File: src/rtl/multdiv.sv
// Iterative signed 32-bit multiply/divide unit: shift-add multiply and restoring
// divide on operand magnitudes, one iteration per cycle, 32-cycle start-to-strobe latency.
module multdiv (
    input  logic        clock,
    input  logic        reset,
    input  logic [31:0] data_operandA,
    input  logic [31:0] data_operandB,
    input  logic        ctrl_MULT,
    input  logic        ctrl_DIV,
    output logic [31:0] data_result,
    output logic        data_exception,
    output logic        data_resultRDY
);
    // state | meaning
    // IDLE  | waiting for a start edge; result/exception hold
    // MUL   | shift-add iterations, multiplier bit cnt per cycle
    // DIV   | restoring divide iterations, one quotient bit per cycle, MSB first
    typedef enum logic [1:0] {IDLE, MUL, DIV} state_t;

    state_t      state;
    logic [4:0]  cnt;
    logic [31:0] mag_a;
    logic [31:0] mag_b;
    logic        sign;
    logic [63:0] acc;
    logic [31:0] rem;
    logic [31:0] quo;

    logic [31:0] abs_a;
    logic [31:0] abs_b;
    logic [63:0] acc_next;
    logic [63:0] prod;
    logic        mul_ovf;
    logic [32:0] rem_shift;
    logic [32:0] diff;
    logic        q_bit;
    logic [32:0] rem_next;
    logic [31:0] quo_next;
    logic [31:0] quo_signed;
    logic        div_zero;
    logic        div_ovf;

    // Two's-complement negation of 0x80000000 yields 0x80000000, which read unsigned is 2^31.
    assign abs_a = data_operandA[31] ? -data_operandA : data_operandA;
    assign abs_b = data_operandB[31] ? -data_operandB : data_operandB;

    assign acc_next = mag_b[cnt] ? acc + ({32'd0, mag_a} << cnt) : acc;
    assign prod     = sign ? -acc_next : acc_next;
    assign mul_ovf  = prod[63:32] != {32{prod[31]}};

    // The dividend magnitude is shifted out of quo MSB-first while quotient bits shift in.
    assign rem_shift  = {rem, quo[31]};
    assign diff       = rem_shift - {1'b0, mag_b};
    assign q_bit      = ~diff[32];
    assign rem_next   = q_bit ? diff : rem_shift;
    assign quo_next   = {quo[30:0], q_bit};
    assign quo_signed = sign ? -quo_next : quo_next;
    assign div_zero   = mag_b == 32'd0;
    assign div_ovf    = ~sign & quo_next[31];

    always_ff @(posedge clock or posedge reset) begin
        if (reset) begin
            state          <= IDLE;
            cnt            <= 5'd0;
            mag_a          <= 32'd0;
            mag_b          <= 32'd0;
            sign           <= 1'b0;
            acc            <= 64'd0;
            rem            <= 32'd0;
            quo            <= 32'd0;
            data_result    <= 32'd0;
            data_exception <= 1'b0;
            data_resultRDY <= 1'b0;
        end else begin
            data_resultRDY <= 1'b0;
            case (state)
                MUL: begin
                    acc <= acc_next;
                    cnt <= cnt + 5'd1;
                    if (cnt == 5'd31) begin
                        data_result    <= prod[31:0];
                        data_exception <= mul_ovf;
                        data_resultRDY <= 1'b1;
                        state          <= IDLE;
                    end
                end
                DIV: begin
                    rem <= rem_next[31:0];
                    quo <= quo_next;
                    cnt <= cnt + 5'd1;
                    if (cnt == 5'd31) begin
                        data_result    <= div_zero ? 32'd0 : quo_signed;
                        data_exception <= div_zero | div_ovf;
                        data_resultRDY <= 1'b1;
                        state          <= IDLE;
                    end
                end
                default: ;
            endcase
            // A start edge wins over any iteration in flight but not over a same-edge completion strobe.
            if (ctrl_MULT || ctrl_DIV) begin
                mag_a <= abs_a;
                mag_b <= abs_b;
                sign  <= data_operandA[31] ^ data_operandB[31];
                cnt   <= 5'd0;
                acc   <= 64'd0;
                rem   <= 32'd0;
                quo   <= abs_a;
                state <= ctrl_MULT ? MUL : DIV;
            end
        end
    end
endmodule

File: config.mk
export PLATFORM = sky130hd
export DESIGN_NAME = multdiv
export DESIGN_NICKNAME = d
export VERILOG_FILES = /design/src/rtl/multdiv.sv
export SDC_FILE = /design/constraint.sdc
export NUM_CORES = 1
export LEC_CHECK = 0
export ABC_AREA = 1
export BUFFER_PORTS_ARGS = -buffer_cell sky130_fd_sc_hd__clkbuf_2
export CORE_MARGIN = 2
export CORE_UTILIZATION = 50
export CTS_CLUSTER_SIZE = 10
export DETAILED_ROUTE_END_ITERATION = 10
export PLACE_DENSITY = 0.67
export SYNTH_ARGS = -nofsm -noshare
export SYNTH_HDL_FRONTEND = slang
export SYNTH_SLANG_ARGS = --single-unit
File: constraint.sdc
create_clock -name clock -period 11.3 [get_ports clock]
set_input_delay 2.26 -clock clock [delete_from_list [all_inputs] [get_ports clock]]
set_output_delay 2.26 -clock clock [all_outputs]
set_load 0.05 [all_outputs]
==> flow_summary_export.csv, run 1 <==
group,metric,value,unit
yosys,syn_area_per_cell,5.82,um^2
sta,slew_headroom,6.59,%
yosys,synth_xor_area_share,2.64,%
yosys,synthFlopType,"dfrtp_1",
route,drt-wirelength-per-cell,19.8,um
sta,tns,0,ns
final_layout,n_fill_cell,5355,
yosys,synthTopCellsByArea,"dfrtp_1 23%, nand2_1 21%, inv_1 9.1%, o21ai_0 6.8%, nand3_1 6.7%",
job,drv.max_cap_violation_count,0,
placed_design,detailedPlacementHpwl,77900,um
hold_path,worst_hold_path.num_cells,2,
placed_design,port-buffer-count,101,
floorplanning,dieHeight,227,um
floorplanning,start_util,50.8,%
floorplanning,die_area,51600,um^2
sta,post-route-min-period,6.94,ns
global_routing,grt_max_degree,115,
sta,worst_clock_skew,0.0245,ns
worst_setup_path,reg2reg_depth,35,
worst_setup_path,cp_data_required_time,11.76,ns
yosys,synth.net_count,4453,
sta,layout_worst_path_cycle_share,61.4,%
sta,max_clock_freq,0.144,GHz
clock_tree,post_cts_resize_count,0,
route,drt_iter0_markers,3116,
floorplanning,core.rowCount,81,
worst_setup_path,setup.worst_path.start_class,"register",
clock_tree,cts_made_buffers,29,
worst_setup_path,regToRegEndpoint,"data_exception$_DFFE_PP0P_",
route,drc,0,
pwr,design_power_total,3.42,mW
placed_design,gp_congestion,1.07,
yosys,netlist_area,24900,um^2
route,detailroute.via_count,28000,
clock_tree,clkLatencyLatePin,0.58,ns
yosys,synth-adder-area-share,5.33,%
sta,hold_viol_final,0,
yosys,synth_top_cell_area_share,23.5,%
sta,unrepaired_setup_endpoints_after_global_routing,"no",
worst_setup_path,worstSetupPathType,"register to register",
yosys,synthDominantAreaCellType,"dfrtp_1",
global_routing,grt_remaining_overflow,0,
final_layout,layout-drive-gt1-share,5.94,%
clock_tree,cts_tree,"built",
sta,slew_violations,0,
worst_setup_path,critPathArrivalTime,7.40,ns
yosys,synth-seq-cells,234,
global_routing,grt_antenna_before_repair,1,
worst_setup_path,highest_fanout_seen_on_the_critical_path,63,
worst_setup_path,critPathMaxStageDelay,0.61,ns
yosys,synth_edf_count,0,
final_layout,finish.net_count,4468,
worst_setup_path,ff2ff_setup_slack,4.36,ns
worst_setup_path,crit_path_end_kind,"register",
yosys,yosys-mux-area-fraction,1.69,%
clock_tree,path_clk_slew,0.06,ns
yosys,synth_compound_area_share,16.0,%
yosys,synth_sequential_area_ratio,23.5,%
route,vias_per_cell,5.63,
route,route.final.wire_length,98600,um
placed_design,dpl-instance-area,25900,um^2
final_layout,stdcell_area,26700,um^2
clock_tree,cts_hold_buf,0,
route,dr.pass1.iters,6,
floorplanning,area_of_the_placeable_core,49100,um^2
final_layout,flow.area_growth_from_synthesis,7.14,%
worst_setup_path,most_prevalent_standard_cell_on_the_critical_path,"nand2_1",
yosys,yosys_warnings,0,
sta,fin_worst_hold_slack,0.509,ns
hold_path,hold_class,"register to register",
clock_tree,max_root_sink_buffers,3,
yosys,ys_types,59,
yosys,synthCells,4280,
pwr,cellPowerDensity,128,nW/um^2
yosys,synth_simple_gate_area_share,38.9,%
pwr,leakage_power_summed_over_all_cells,14.4,nW
yosys,ys_async_sr_fraction,100,%
pwr,ir_drop_worst_case_vdd,0.151,mV
global_routing,globalRouteTotalUtil,38.2,%
clock_tree,cts.sink_count,234,
outcome,run_status,"complete, no violations",
yosys,main_combinational_cell_family_by_area_after_synthesis,"simple AND/OR/NAND/NOR gates",
sta,max_slew.worst_pin.slew,1.39,ns
sta,setup_viol,0,
clock_tree,cts_root_buffer,"clkbuf_16",
global_routing,grt_pass1_vias,25800,
hold_path,hold_path.startpoint,"data_result[5]$_DFFE_PP0P_",
clock_tree,htreeDepth,1,
floorplanning,die-width,227,um
final_layout,postLayoutCoreUtil,54.4,%
global_routing,first_pass_grt_wire_length,151000,um
floorplanning,boundaryPins,102,
hold_path,hold_path_end,"data_result[5]$_DFFE_PP0P_",
worst_setup_path,crit_slowest_cell,"dfrtp_2",
worst_setup_path,rr_startpoint,"cnt[0]$_DFFE_PP0P_",
clock_tree,cts.repair_timing.setup_buffer_count,0,
route,ant_nets,0,
[placed cells by master (no fill, tap or decap), types with 16 or more instances in the layout]
master	Yosys	routed
inv_1	606	605
mux2i_1	42	42
dfrtp_1	234	232
o211ai_1	32	32
xnor2_1	24	24
o21ai_0	340	340
nor3_1	58	58
a31oi_1	32	31
nand3_1	334	334
xor2_1	51	51
o21bai_1	17	17
inv_2	15	16
nand4_1	34	34
nand2_1	1421	1419
buf_4	4	25
clkbuf_2	0	101
nor2_1	406	403
a21oi_1	167	167
o22ai_1	43	43
clkbuf_16	0	29
ha_1	103	103
nor2_2	16	17
[where the power goes]
part	switching [mW]	internal (mW)
clock network	0.376	0.492
logic	1.12	0.400
registers	0.104	0.933
total	1.60	1.82
[layout make-up]
| class | instances | area (um^2) | area share [%] |
|---|---|---|---|
| tap | 664 | 831 | 3.11 |
| antenna | 2 | 5.00 | 0.0187 |
| inverter | 627 | 2370 | 8.86 |
| clock buffer | 42 | 815 | 3.05 |
| multi-input combinational | 3277 | 16100 | 60.3 |
| sequential | 234 | 5860 | 21.9 |
| clock inverter | 4 | 26.3 | 0.0984 |
| timing repair buffer | 126 | 693 | 2.60 |
[critical path, delay by kind of cell (launching register included)]
kind,cells,cell delay [ns]
muxes,1,0.47
adders and majority gates,1,0.40
DFF,1,0.61
and+or+nand+nor,28,4.00
buffers and inverters,2,0.64
AOI/OAI and AO/OA,3,0.64
[Yosys cell counts (5+ instances only)]
master	n
nand2_1	1421
inv_1	606
nor2_1	406
o21ai_0	340
nand3_1	334
dfrtp_1	234
a21oi_1	167
clkbuf_1	104
ha_1	103
nor3_1	58
xor2_1	51
o22ai_1	43
mux2i_1	42
nand4_1	34
a31oi_1	32
o211ai_1	32
xnor2_1	24
o21bai_1	17
nor2_2	16
buf_1	15
inv_2	15
nor4_1	14
or2_2	14
nand2_2	13
nand3b_1	13
o21ai_1	13
a211oi_1	11
a22oi_1	10
buf_2	10
buf_6	8
and2_1	7
a21o_1	5
a21oi_2	5
[worst max-delay path by stage]
stage	slack (ns)	startpoint	end	cells past startpoint
after floorplan	2.62	reset	acc[0]$_DFFE_PP0P_	1
after global placement	4.71	cnt[0]$_DFFE_PP0P_	data_exception$_DFFE_PP0P_	35
after detailed placement	4.68	cnt[0]$_DFFE_PP0P_	data_exception$_DFFE_PP0P_	35
after CTS	4.65	cnt[0]$_DFFE_PP0P_	data_exception$_DFFE_PP0P_	35
after global routing	3.98	cnt[0]$_DFFE_PP0P_	data_exception$_DFFE_PP0P_	38
final	4.36	cnt[0]$_DFFE_PP0P_	data_exception$_DFFE_PP0P_	35
[through the flow]
stage / std cells / setup WS [ns]
after floorplan: 4280 / 2.62
after global placement: 4928 / 4.71
after detailed placement: 4928 / 4.68
after CTS: 4974 / 4.65
after global routing: 4975 / 3.98
final: 4976 / 4.36
[cells by family after synthesis]
logic type | Yosys count
xor+xnor | 75
simple gates | 2345
compound gates | 710
flops | 234
mux | 42
buf+inv | 769
fa+ha+maj | 105
[flip-flops by register name (all words and copies together), names as in the netlist]
| signal | cells |
|---|---|
| acc | 64 |
| cnt | 5 |
| data_exception | 1 |
| data_result | 32 |
| data_resultRDY | 1 |
| mag_a | 32 |
| mag_b | 32 |
| quo | 32 |
| rem | 32 |
| sign | 1 |
| state | 2 |
[metal layers]
metal / wire length, um / up-vias / global-route usage [%]
met5: 0 / - / 0
met4: 4670 / 0 / 16.2
met3: 8070 / 202 / 5.15
met2: 42500 / 1183 / 59.3
met1: 43400 / 12800 / 53.4
li1: - / 13800 / -
Power figures use the tool's default switching activity.
==> run 2, diff against run 1 <==
==> constraint.sdc (replaced) <==
create_clock -name clock -period 7.19 [get_ports clock]
set_input_delay 1.438 -clock clock [delete_from_list [all_inputs] [get_ports clock]]
set_output_delay 1.438 -clock clock [all_outputs]
set_load 0.05 [all_outputs]
==> run 2 against run 1 <==
Combinational power is 57% higher; first-iteration DRC count fell by 13%; cell count grew 0.30%; hold slack worse by 0.0061 ns; clock power increased by 73%; flip-flop and latch count unchanged; sequential power grew 56%; fmax increased by 1.7%; power increased by 61%; utilization up 0.42 points; largest power group unchanged.
==> flow_summary_export.csv, run 2 (synthesis gave the netlist of run 1 again) <==
group,metric,value,unit
sta,worst_clock_skew,0.0231,ns
worst_setup_path,ff2ff_setup_slack,0.36,ns
clock_tree,cts_hold_buf,0,
final_layout,sequential_cell_area,5860,um^2
worst_setup_path,worstSetupPathType,"register to register",
global_routing,grt_pass1_vias,25500,
global_routing,first_pass_grt_wire_length,148000,um
global_routing,grt_remaining_overflow,0,
floorplanning,area_of_the_placeable_core,49100,um^2
job,drv.max_cap_violation_count,0,
placed_design,detailedPlacementHpwl,78500,um
worst_setup_path,setup.worst_path.start_class,"register",
worst_setup_path,regToRegEndpoint,"data_exception$_DFFE_PP0P_",
clock_tree,cts_tree,"built",
final_layout,multiInputGateArea,16100,um^2
worst_setup_path,crit_path_end_kind,"register",
floorplanning,boundaryPins,102,
worst_setup_path,reg2reg_depth,33,
floorplanning,dieHeight,227,um
pwr,leakage_power_summed_over_all_cells,14.5,nW
route,ant_nets,0,
global_routing,globalRouteTotalUtil,37.7,%
sta,layout_worst_path_cycle_share,95.0,%
clock_tree,path_clk_slew,0.06,ns
sta,unrepaired_setup_endpoints_after_global_routing,"no",
route,dr.pass1.iters,8,
route,route.final.wire_length,97700,um
sta,hold_viol_final,0,
sta,fin_worst_hold_slack,0.503,ns
clock_tree,clkLatencyLatePin,0.60,ns
sta,tns,0,ns
floorplanning,die_area,51600,um^2
pwr,ir_drop_worst_case_vdd,0.231,mV
route,drt-wirelength-per-cell,19.6,um
route,detailroute.via_count,27800,
sta,setup_viol,0,
sta,final_critical_path_setup_slack,0.362,ns
clock_tree,max_root_sink_buffers,3,
worst_setup_path,critPathArrivalTime,7.30,ns
sta,post-route-min-period,6.83,ns
clock_tree,cts_made_buffers,30,
pwr,cellPowerDensity,205,nW/um^2
outcome,run_status,"complete, no violations",
route,drt_iter0_markers,2710,
route,vias_per_cell,5.56,
final_layout,n_fill_cell,5395,
placed_design,placement.setup.worst_slack,0.691,ns
worst_setup_path,cp_data_required_time,7.66,ns
floorplanning,die-width,227,um
worst_setup_path,critPathMaxStageDelay,0.75,ns
worst_setup_path,rr_startpoint,"cnt[0]$_DFFE_PP0P_",
sta,max_clock_freq,0.146,GHz
final_layout,commonest_non_fill_non_tap_cells_in_the_layout,"1,419 x nand2_1, 605 x inv_1, 403 x nor2_1",
floorplanning,start_util,50.8,%
final_layout,most_frequent_standard_cell_in_the_layout_excluding_fill_and_tap_cells,"nand2_1",
final_layout,flow.area_growth_from_synthesis,7.96,%
clock_tree,htreeDepth,1,
global_routing,grt_max_degree,98,
sta,max_slew.worst_pin.slew,1.16,ns
worst_setup_path,crit_slowest_cell,"o21ai_0",
worst_setup_path,worstSetupEndpoint,"data_exception$_DFFE_PP0P_",
sta,slew_violations,0,
hold_path,hold_class,"register to register",
final_layout,largest_register_ff_count,64,
clock_tree,cts_root_buffer,"clkbuf_16",
clock_tree,cts.sink_count,234,
worst_setup_path,highest_fanout_seen_on_the_critical_path,38,
final_layout,largest_register,"acc",
worst_setup_path,most_prevalent_standard_cell_on_the_critical_path,"nand2_1",
placed_design,gp_congestion,1.02,
floorplanning,core.rowCount,81,
route,drc,0,
final_layout,layout-drive-gt1-share,6.33,%
placed_design,port-buffer-count,101,
final_layout,finish.net_count,4482,
pwr,design_power_total,5.51,mW
sta,slew_headroom,22.6,%
global_routing,grt_antenna_before_repair,1,
worst_setup_path,timing.critical_path.from,"cnt[0]$_DFFE_PP0P_",
-- run 2: changes by cell type in the layout (fill, tap and decap cells not counted), sizes merged --
| cell | previous run | this run |
|---|---|---|
| buf | 25 | 38 |
| bufinv | 0 | 2 |
| clkinv | 5 | 8 |
| diode | 2 | 1 |
| inv | 625 | 623 |
-- run 2: metrics by stage --
stage                     cells  area (um^2)  util, %
after CTS                  4990        26900     54.9
after global placement     4941        26000     52.9
after floorplan            4280        24900        -
after detailed placement   4941        26000     52.9
final                      4991        26900     54.9
after global routing       4990        26900     54.9
-- run 2: worst min path at each step --
stage | slack (ns) | end | cells after the start | startpoint
floorplan | 0.47 | mag_a[30]$_DFFE_PP0N_ | 2 | mag_a[30]$_DFFE_PP0N_
global placement | 0.48 | data_result[3]$_DFFE_PP0P_ | 2 | data_result[3]$_DFFE_PP0P_
detailed placement | 0.48 | data_result[5]$_DFFE_PP0P_ | 2 | data_result[5]$_DFFE_PP0P_
CTS | 0.50 | data_result[5]$_DFFE_PP0P_ | 2 | data_result[5]$_DFFE_PP0P_
global route | 0.53 | data_result[24]$_DFFE_PP0P_ | 2 | data_result[24]$_DFFE_PP0P_
finish | 0.50 | data_result[3]$_DFFE_PP0P_ | 2 | data_result[3]$_DFFE_PP0P_
-- run 2: cell type report --
type / instances / share of cell area (%)
multi-input combinational: 3277 / 59.9
sequential: 234 / 21.8
inverter: 627 / 8.78
clock buffer: 42 / 3.14
tap: 664 / 3.09
timing repair buffer: 139 / 2.99
clock inverter: 7 / 0.358
antenna: 1 / 0.00930
-- run 2: per-layer routing --
| metal | global-route usage (%) | part of all wire, % | up-vias |
|---|---|---|---|
| li1 | - | - | 13800 |
| met1 | 51.0 | 43 | 12600 |
| met2 | 58.5 | 43 | 1112 |
| met3 | 6.30 | 8.4 | 206 |
| met4 | 18.2 | 5.3 | 2 |
| met5 | 0 | 0.015 | - |
-- run 2: critical path: cells and delay by family, from the launching register on --
kind	cells	cell delay (ns)
simple gates	24	3.03
compound gates	7	2.19
flops	1	0.71
fa+ha+maj	1	0.41
buf+inv	1	0.36
-- run 2: power by group --
group / leakage [nW] / switching, mW / total [mW] / internal (mW)
sequential: 2.96 / 0.155 / 1.62 / 1.47
combinational: 11.1 / 1.75 / 2.38 / 0.634
clock: 0.465 / 0.625 / 1.50 / 0.879
total: 14.5 / 2.53 / 5.51 / 2.98
-- run 2: what timing repair did --
item / in CTS / in global routing
endpoints found under the setup margin: 0 / 1
setup buffers: 0 / 0
gates resized for setup: 0 / 4
